**config.mk**
```make
export PLATFORM = sky130hd
export DESIGN_NAME = key_sched_ctrl
export DESIGN_NICKNAME = d
export VERILOG_FILES = /design/src/rtl/key_sched_ctrl.sv
export SDC_FILE = /design/constraint.sdc
export NUM_CORES = 2
export LEC_CHECK = 0
export ABC_CLOCK_PERIOD_IN_PS = 46400
export CORE_UTILIZATION = 30
export DETAILED_ROUTE_END_ITERATION = 8
export PLACE_DENSITY = 0.5
export SKIP_CTS_REPAIR_TIMING = 1
export SYNTH_ARGS = -nofsm -noshare
export SYNTH_HDL_FRONTEND = slang
export SYNTH_SLANG_ARGS = --single-unit
```
**constraint.sdc**
```tcl
create_clock -name clk -period 46.4 [get_ports clk]
set_input_delay 4.64 -clock clk [delete_from_list [all_inputs] [get_ports clk]]
set_output_delay 4.64 -clock clk [all_outputs]
set_load 0.02 [all_outputs]
```
**src/rtl/key_sched_ctrl.sv**
```systemverilog
// rtl/key_sched_ctrl.sv - sequences the round-key generator and serves captured round keys
// A key that matches the already-expanded key is accepted without re-running the generator.
module key_sched_ctrl #(
  parameter int KEY_S   = 128,
  parameter int NR      = 10,
  parameter int TIMEOUT = 16
) (
  input  logic             clk,
  input  logic             reset_n,
  input  logic [KEY_S-1:0] key_in,
  input  logic             key_valid,
  output logic             key_ready,
  output logic             gen_en,
  output logic [KEY_S-1:0] gen_key,
  input  logic [KEY_S-1:0] gen_round_key,
  input  logic             gen_w_e,
  input  logic             gen_done,
  input  logic [3:0]       rd_round,
  output logic [KEY_S-1:0] rd_key,
  output logic             keys_ready,
  output logic             busy,
  output logic             err
);

  localparam int TW = $clog2(TIMEOUT + 1);
  localparam logic [3:0]    LAST     = 4'(NR);
  localparam logic [TW-1:0] TMO_LAST = TW'(TIMEOUT - 1);

  typedef enum logic [1:0] {IDLE, START, COLLECT} state_t;

  state_t           state, state_nxt;
  logic [KEY_S-1:0] store [0:NR];
  logic [KEY_S-1:0] stored_key;
  logic [3:0]       wr_idx;
  logic [TW-1:0]    tmo_cnt;
  logic             hit;
  logic             wr_ok;

  assign hit   = keys_ready && (key_in == stored_key);
  assign wr_ok = (state == COLLECT) && gen_w_e && (wr_idx <= LAST);

  always_comb begin
    state_nxt = state;
    key_ready = 1'b0;
    gen_en    = 1'b0;
    busy      = 1'b0;
    case (state)
      IDLE: begin
        key_ready = 1'b1;
        if (key_valid && !hit) state_nxt = START;
      end
      START: begin
        gen_en    = 1'b1;
        busy      = 1'b1;
        state_nxt = COLLECT;
      end
      COLLECT: begin
        busy = 1'b1;
        if (gen_done || (tmo_cnt == TMO_LAST)) state_nxt = IDLE;
      end
      default: state_nxt = IDLE;
    endcase
  end

  always_ff @(posedge clk or negedge reset_n) begin
    if (!reset_n) begin
      state      <= IDLE;
      gen_key    <= '0;
      stored_key <= '0;
      keys_ready <= 1'b0;
      err        <= 1'b0;
      wr_idx     <= '0;
      tmo_cnt    <= '0;
      rd_key     <= '0;
    end else begin
      state  <= state_nxt;
      rd_key <= (keys_ready && rd_round <= LAST) ? store[rd_round] : '0;
      case (state)
        IDLE: begin
          if (key_valid) begin
            err <= 1'b0;
            if (!hit) begin
              stored_key <= key_in;
              gen_key    <= key_in;
              keys_ready <= 1'b0;
            end
          end
        end
        START: begin
          wr_idx  <= '0;
          tmo_cnt <= '0;
        end
        COLLECT: begin
          tmo_cnt <= tmo_cnt + 1'b1;
          // wr_idx stops at NR+1 so surplus strobes are flagged, never wrapped
          if (gen_w_e) begin
            if (wr_idx <= LAST) wr_idx <= wr_idx + 4'd1;
            else                err    <= 1'b1;
          end
          if (gen_done) begin
            if (gen_w_e && wr_idx == LAST) keys_ready <= 1'b1;
            else                           err        <= 1'b1;
          end else if (tmo_cnt == TMO_LAST) begin
            err <= 1'b1;
          end
        end
        default: ;
      endcase
    end
  end

  always_ff @(posedge clk) begin
    if (wr_ok) store[wr_idx] <= gen_round_key;
  end

endmodule

```
; ---- Word level (Yosys, flattened, before mapping)
; Memory sizes are Yosys's and may differ from the RTL's.
; Index checks and enable logic that the tools add are counted.
[classes]
reduce_logical = 17
mux = 25
n_lt_le_gt_ge = 2
addsub = 2
n_bitwise = 1
eq_ne = 13
[ops]
columns = operator, count
row1 = $eq A128 B128 Y1, 1
row2 = $mux W128, 1
row3 = $mux W1, 15
row4 = $ne A2 B2 Y1 const B, 5
row5 = $pmux W5 S2, 1
row6 = $le A4 B4 Y1 const B, 2
row7 = $mux W4, 2
row8 = $pmux W4 S2, 1
row9 = $logic_and A1 B1 Y1, 6
row10 = $ne A2 B1 Y1 const B, 3
row11 = $pmux W2 S3, 1
row12 = $reduce_and A3 Y1, 2
row13 = $add A5 B1 Y5 const B, 1
row14 = $eq A5 B4 Y1 const B, 1
row15 = $reduce_and A5 Y1, 1
row16 = $add A4 B1 Y4 const B, 1
row17 = $eq A4 B4 Y1 const B, 1
row18 = $mux W2, 2
row19 = $pmux W1 S2, 2
row20 = $reduce_and A2 Y1, 2
row21 = $reduce_bool A2 Y1, 2
row22 = $eq A2 B1 Y1 const B, 1
row23 = $eq A2 B2 Y1 const B, 1
row24 = $logic_not A2 Y1, 1
row25 = other kinds (4), 4
[totals]
wordCells = 68
memories = 1
out_inout_bits = 261
input_bits = 265
register_bits = 269
ram_bits = 1408
[memory_table]
columns = memory, depth, width, read_ports, rd_ports_with_merged_regs, write_ports, line
row1 = store, 11, 128, 1, 0, 1, 32  ; logic [KEY_S-1:0] store [0:NR];

; ---- Longest topological paths before layout
[logic_depth]
word_depth = 6
mapped_depth = 9
depth_no_buf = 8

; ---- Worst setup path after synthesis
; No wires, ideal clock.
[synth_path]
path_type = input to register
from = in gen_w_e
to = mem store[3][0] (enable)
slack_ns = 28.050
stages = 5
t_required_ns = 45.468
arrival_time_ns = 17.418
setup_ns = 0.932
path_cell_list = inv_1 > a21oi_1 > and2_1 > clkbuf_1 > nor4bb_1
[synth_between]
elab_chain_cells = 4
[synth_rtl]
columns = element, line
row1 = "start, declared", 16  ; input logic gen_w_e,
row2 = $logic_and A1 B1 Y1 (2 in a row), 40  ; assign wr_ok = (state == COLLECT) && gen_w_e && (wr_idx <= LAST);
row3 = $mux W1, 113  ; if (wr_ok) store[wr_idx] <= gen_round_key;
row4 = $mux W1 (not written as such), 113
row5 = "end, declared", 32
; Every way passes these cells.

; ---- Worst setup path after layout
[layout_path]
from = in rd_round[1]
to = reg rd_key[94]
[layout_between]
elab_chain_cells = 3
elab_cells_between_ends = 4
classes_between = order compare (1) / mux (1) / reduce/logical (1) / memory (1)
[layout_rtl]
columns = element, line
row1 = "start, declared", 18  ; input logic [3:0] rd_round,
row2 = $le A4 B4 Y1, 77  ; rd_key <= (keys_ready && rd_round <= LAST) ? store[rd_round] : '0;
row3 = $logic_and A1 B1 Y1, 77
row4 = $mux W128 *, 77
row5 = "end signal, assigned", 77
row6 = "end, declared", 19  ; output logic [KEY_S-1:0] rd_key,
; Every way passes the cells marked *; elsewhere a longest branch is shown, timed or not.
; A chain may end at the register's enable or synchronous reset.

==> reports/results.txt <==
crit start category: input port
initial antenna violation count: 39
Area Overhead vs Synth: 23.2%
Slew @ Worst Pin: 1250 ps
Via density: 4.83
arrival time worst endpoint: 8900 ps
Req. time, crit path: 47020 ps
initial core utilization: 0.303
part of the cycle the worst path needs: 0.179
multi-input logic area: 0.0146 mm^2
cell family with most CP delay: buffers and inverters
total internal power: 2.83 mW
Port Buffers: 525
max cap viols: 0
CTS tree: yes
Final setup viols: 0
post-route ant nets: 0
Hold WC Path Type: flip-flop to flip-flop
sequential power share: 0.470
most common library cells after synthesis: edfxtp_1 (1408), dfrtp_1 (269), a211oi_1 (256), mux4_2 (256)
vias in the first global route: 34800
Crit. End Element: flip-flop
area leader, netlist: edfxtp_1
Core Rows: 169
Max Slew Vio Count: 0
fin crit period: 8290 ps
chip width: 466 um
register area share after synthesis: 0.760
Core ar.: 0.213 mm^2
Max-slew headroom: 0.164
Max stage delay on crit path: 800 ps
root buf cell: clkbuf_16
NumNets Final: 4249
routed vias: 33700
Mapped Avg Cell Area: 19.0 um^2
largest cells by area after synthesis: edfxtp_1 (66%), dfrtp_1 (10%), mux4_2 (8.9%)
Post-synth EDFFs: 1408
Setup TNS: 0 ps
Netlist cell types: 49
fillers: 19600
TritonRoute pass-1 iters: 7
Max FO, Critical Path: 101
GR Overflow Total: 0
Clock Skews: 79.1 ps
die area: 0.217 mm^2
most common cell in the netlist: edfxtp_1
CP max stage cell: buf_4
largest net degree at the start of global routing: 135
post-synth top area share: 0.656
Peak Freq: 121 MHz
CP Buf/Inv Count: 5
WHS: 522 ps
PwrDens: 48.2 mW/mm^2
Setup CP Type: input port to flip-flop
gpl congestion: 0.837
share of post-route cells with drive strength above 1: 0.154
LEAKAGE: 26.3 nW
Clock Pin Slew Worst Setup and Hold Paths: 50 ps
RSZ-0062 raised after global routing: no
Clock Latency Late Sink: 870 ps
drt wl/cell: 25.4 um
Inserted Clock Buffers: 185
Sw Ratio: 0.262
Clock Path Buffers: 3
critical-path cell list: buf_8, buf_4, buf_12, buf_4, buf_4, mux4_2, nor2b_1, a211oi_1, a211oi_1
Post-Syn Instances: 3389
synthesized area: 0.0645 mm^2
Ports: 526
sw power: 1.00 mW
top_reg_cell synth: edfxtp_1
CTS HTree Levels: 4
clock power share: 0.384
ys async rst share: 0.160
Hold Violations, Final: 0
Initial DRC Count: 2101
outcome: complete, no violations
global-route wire length before repair: 254000 um
#FFs+latches synth: 1677
DRT Wirelength: 177000 um
Comb pwr share: 0.146
Die Span Y: 466 um
Synth warnings: 0
# clock sinks: 1677
drt drc: 0
GRT Overall Usage: 0.162
FF/Latch Area: 0.0490 mm^2
hpwl dp: 98400 um
Peak VDD IR: 0.0373 mV
most frequent CP cell: buf_4
syn nets: 3663
-- cell usage in the layout (no fill, tap or decap), types with 6 or more instances in the layout --
cell type,synthesis,routed
bufinv_16,0,12
clkinv_1,0,21
buf_12,0,6
diode_2,0,9
nand2b_1,35,35
buf_4,0,58
clkinv_2,0,38
clkdlybuf4s50_1,0,520
nor2_1,136,131
nand3_1,14,14
o21ai_0,8,7
clkinv_16,0,14
mux2i_1,133,133
mux2_2,19,19
ha_1,9,9
a211oi_1,256,256
mux2_1,104,104
dfrtp_1,269,269
nand4_1,44,44
nor4_1,18,17
nor2b_1,140,140
inv_1,61,61
mux4_2,256,256
xnor2_1,66,66
edfxtp_1,1408,1408
clkbuf_8,0,21
xor2_1,11,11
a21oi_1,140,139
nand2_1,11,11
o22ai_1,22,22
clkbuf_16,0,186
clkbuf_1,119,50
-- worst paths after layout --
| check | slack [ps] | to | depth (start not counted) | from |
|---|---|---|---|---|
| worst max register to register | 41990 | store[9][91] | 10 | wr_idx[0] |
| min in group asynchronous | 3810 | stored_key[24] | 1 | reset_n |
| worst max-delay path | 38110 | rd_key[94] | 9 | rd_round[1] |
| max in group asynchronous | 40580 | rd_key[21] | 3 | reset_n |
| worst min register to register | 520 | stored_key[113] | 1 | stored_key[113] |
| worst min-delay path | 520 | stored_key[113] | 1 | stored_key[113] |
-- cells by family after synthesis --
| family | after synthesis | synth area share |
|---|---|---|
| flip-flops | 1677 | 0.760 |
| adder cells (fa/ha/maj) | 9 | 0.00175 |
| AO/OA/AOI/OAI | 444 | 0.0459 |
| multiplexers | 512 | 0.132 |
| XOR/XNOR | 77 | 0.0105 |
| buffers and inverters | 251 | 0.0155 |
| AND/OR/NAND/NOR | 419 | 0.0350 |
-- power groups by stage --
| stage | Sequential, mW | Clock, mW | Combinational [mW] |
|---|---|---|---|
| 2_1_floorplan | 1.89 | 0 | 0.227 |
| 3_3_place_gp | 1.83 | 0 | 0.567 |
| 3_5_place_dp | 1.83 | 0 | 0.567 |
| 4_1_cts | 1.80 | 1.51 | 0.569 |
| 5_1_grt | 1.81 | 1.57 | 0.598 |
| 6_report | 1.80 | 1.47 | 0.560 |
-- cell type report --
class | instances | area share
Sequential cell | 1677 | 0.617
Multi-Input combinational cell | 1461 | 0.184
Timing Repair Buffer | 589 | 0.0735
Clock buffer | 257 | 0.0646
Tap cell | 2821 | 0.0444
Clock inverter | 91 | 0.0138
Inverter | 61 | 0.00288
Antenna cell | 9 | 0.000283
-- per-stage QoR --
step                 util  instance area, um^2  instances  power [mW]  setup slack, ps
finish              0.373                79400       6966        3.83            38110
global route        0.373                79400       6959        3.98            37880
CTS                 0.373                79400       6957        3.88            38160
detailed placement  0.344                73200       6609        2.40            37290
global placement    0.344                73200       6609        2.39            37260
floorplan               -                64500       3389        2.12            28050
-- state kept, by name, indices dropped and copies added, names as in the netlist --
register and cells:
state 2, wr_idx 4, tmo_cnt 5, keys_ready 1, rd_key 128, stored_key 128, store 1408, err 1
-- routing by layer --
layer | wire [um] | GRT usage
met5 | 317 | 0
met4 | 4600 | 0.0477
met3 | 11300 | 0.0456
met2 | 83900 | 0.261
met1 | 77000 | 0.212
-- worst reg2reg max path: cells and delay by family, from the launching register on --
kind,cells,cell delay [ps]
buf+inv,4,1690
simple gates,3,1210
flops,1,430
compound gates,2,430
fa+ha+maj,1,220
No activity file was read; power rests on OpenSTA's default activity.
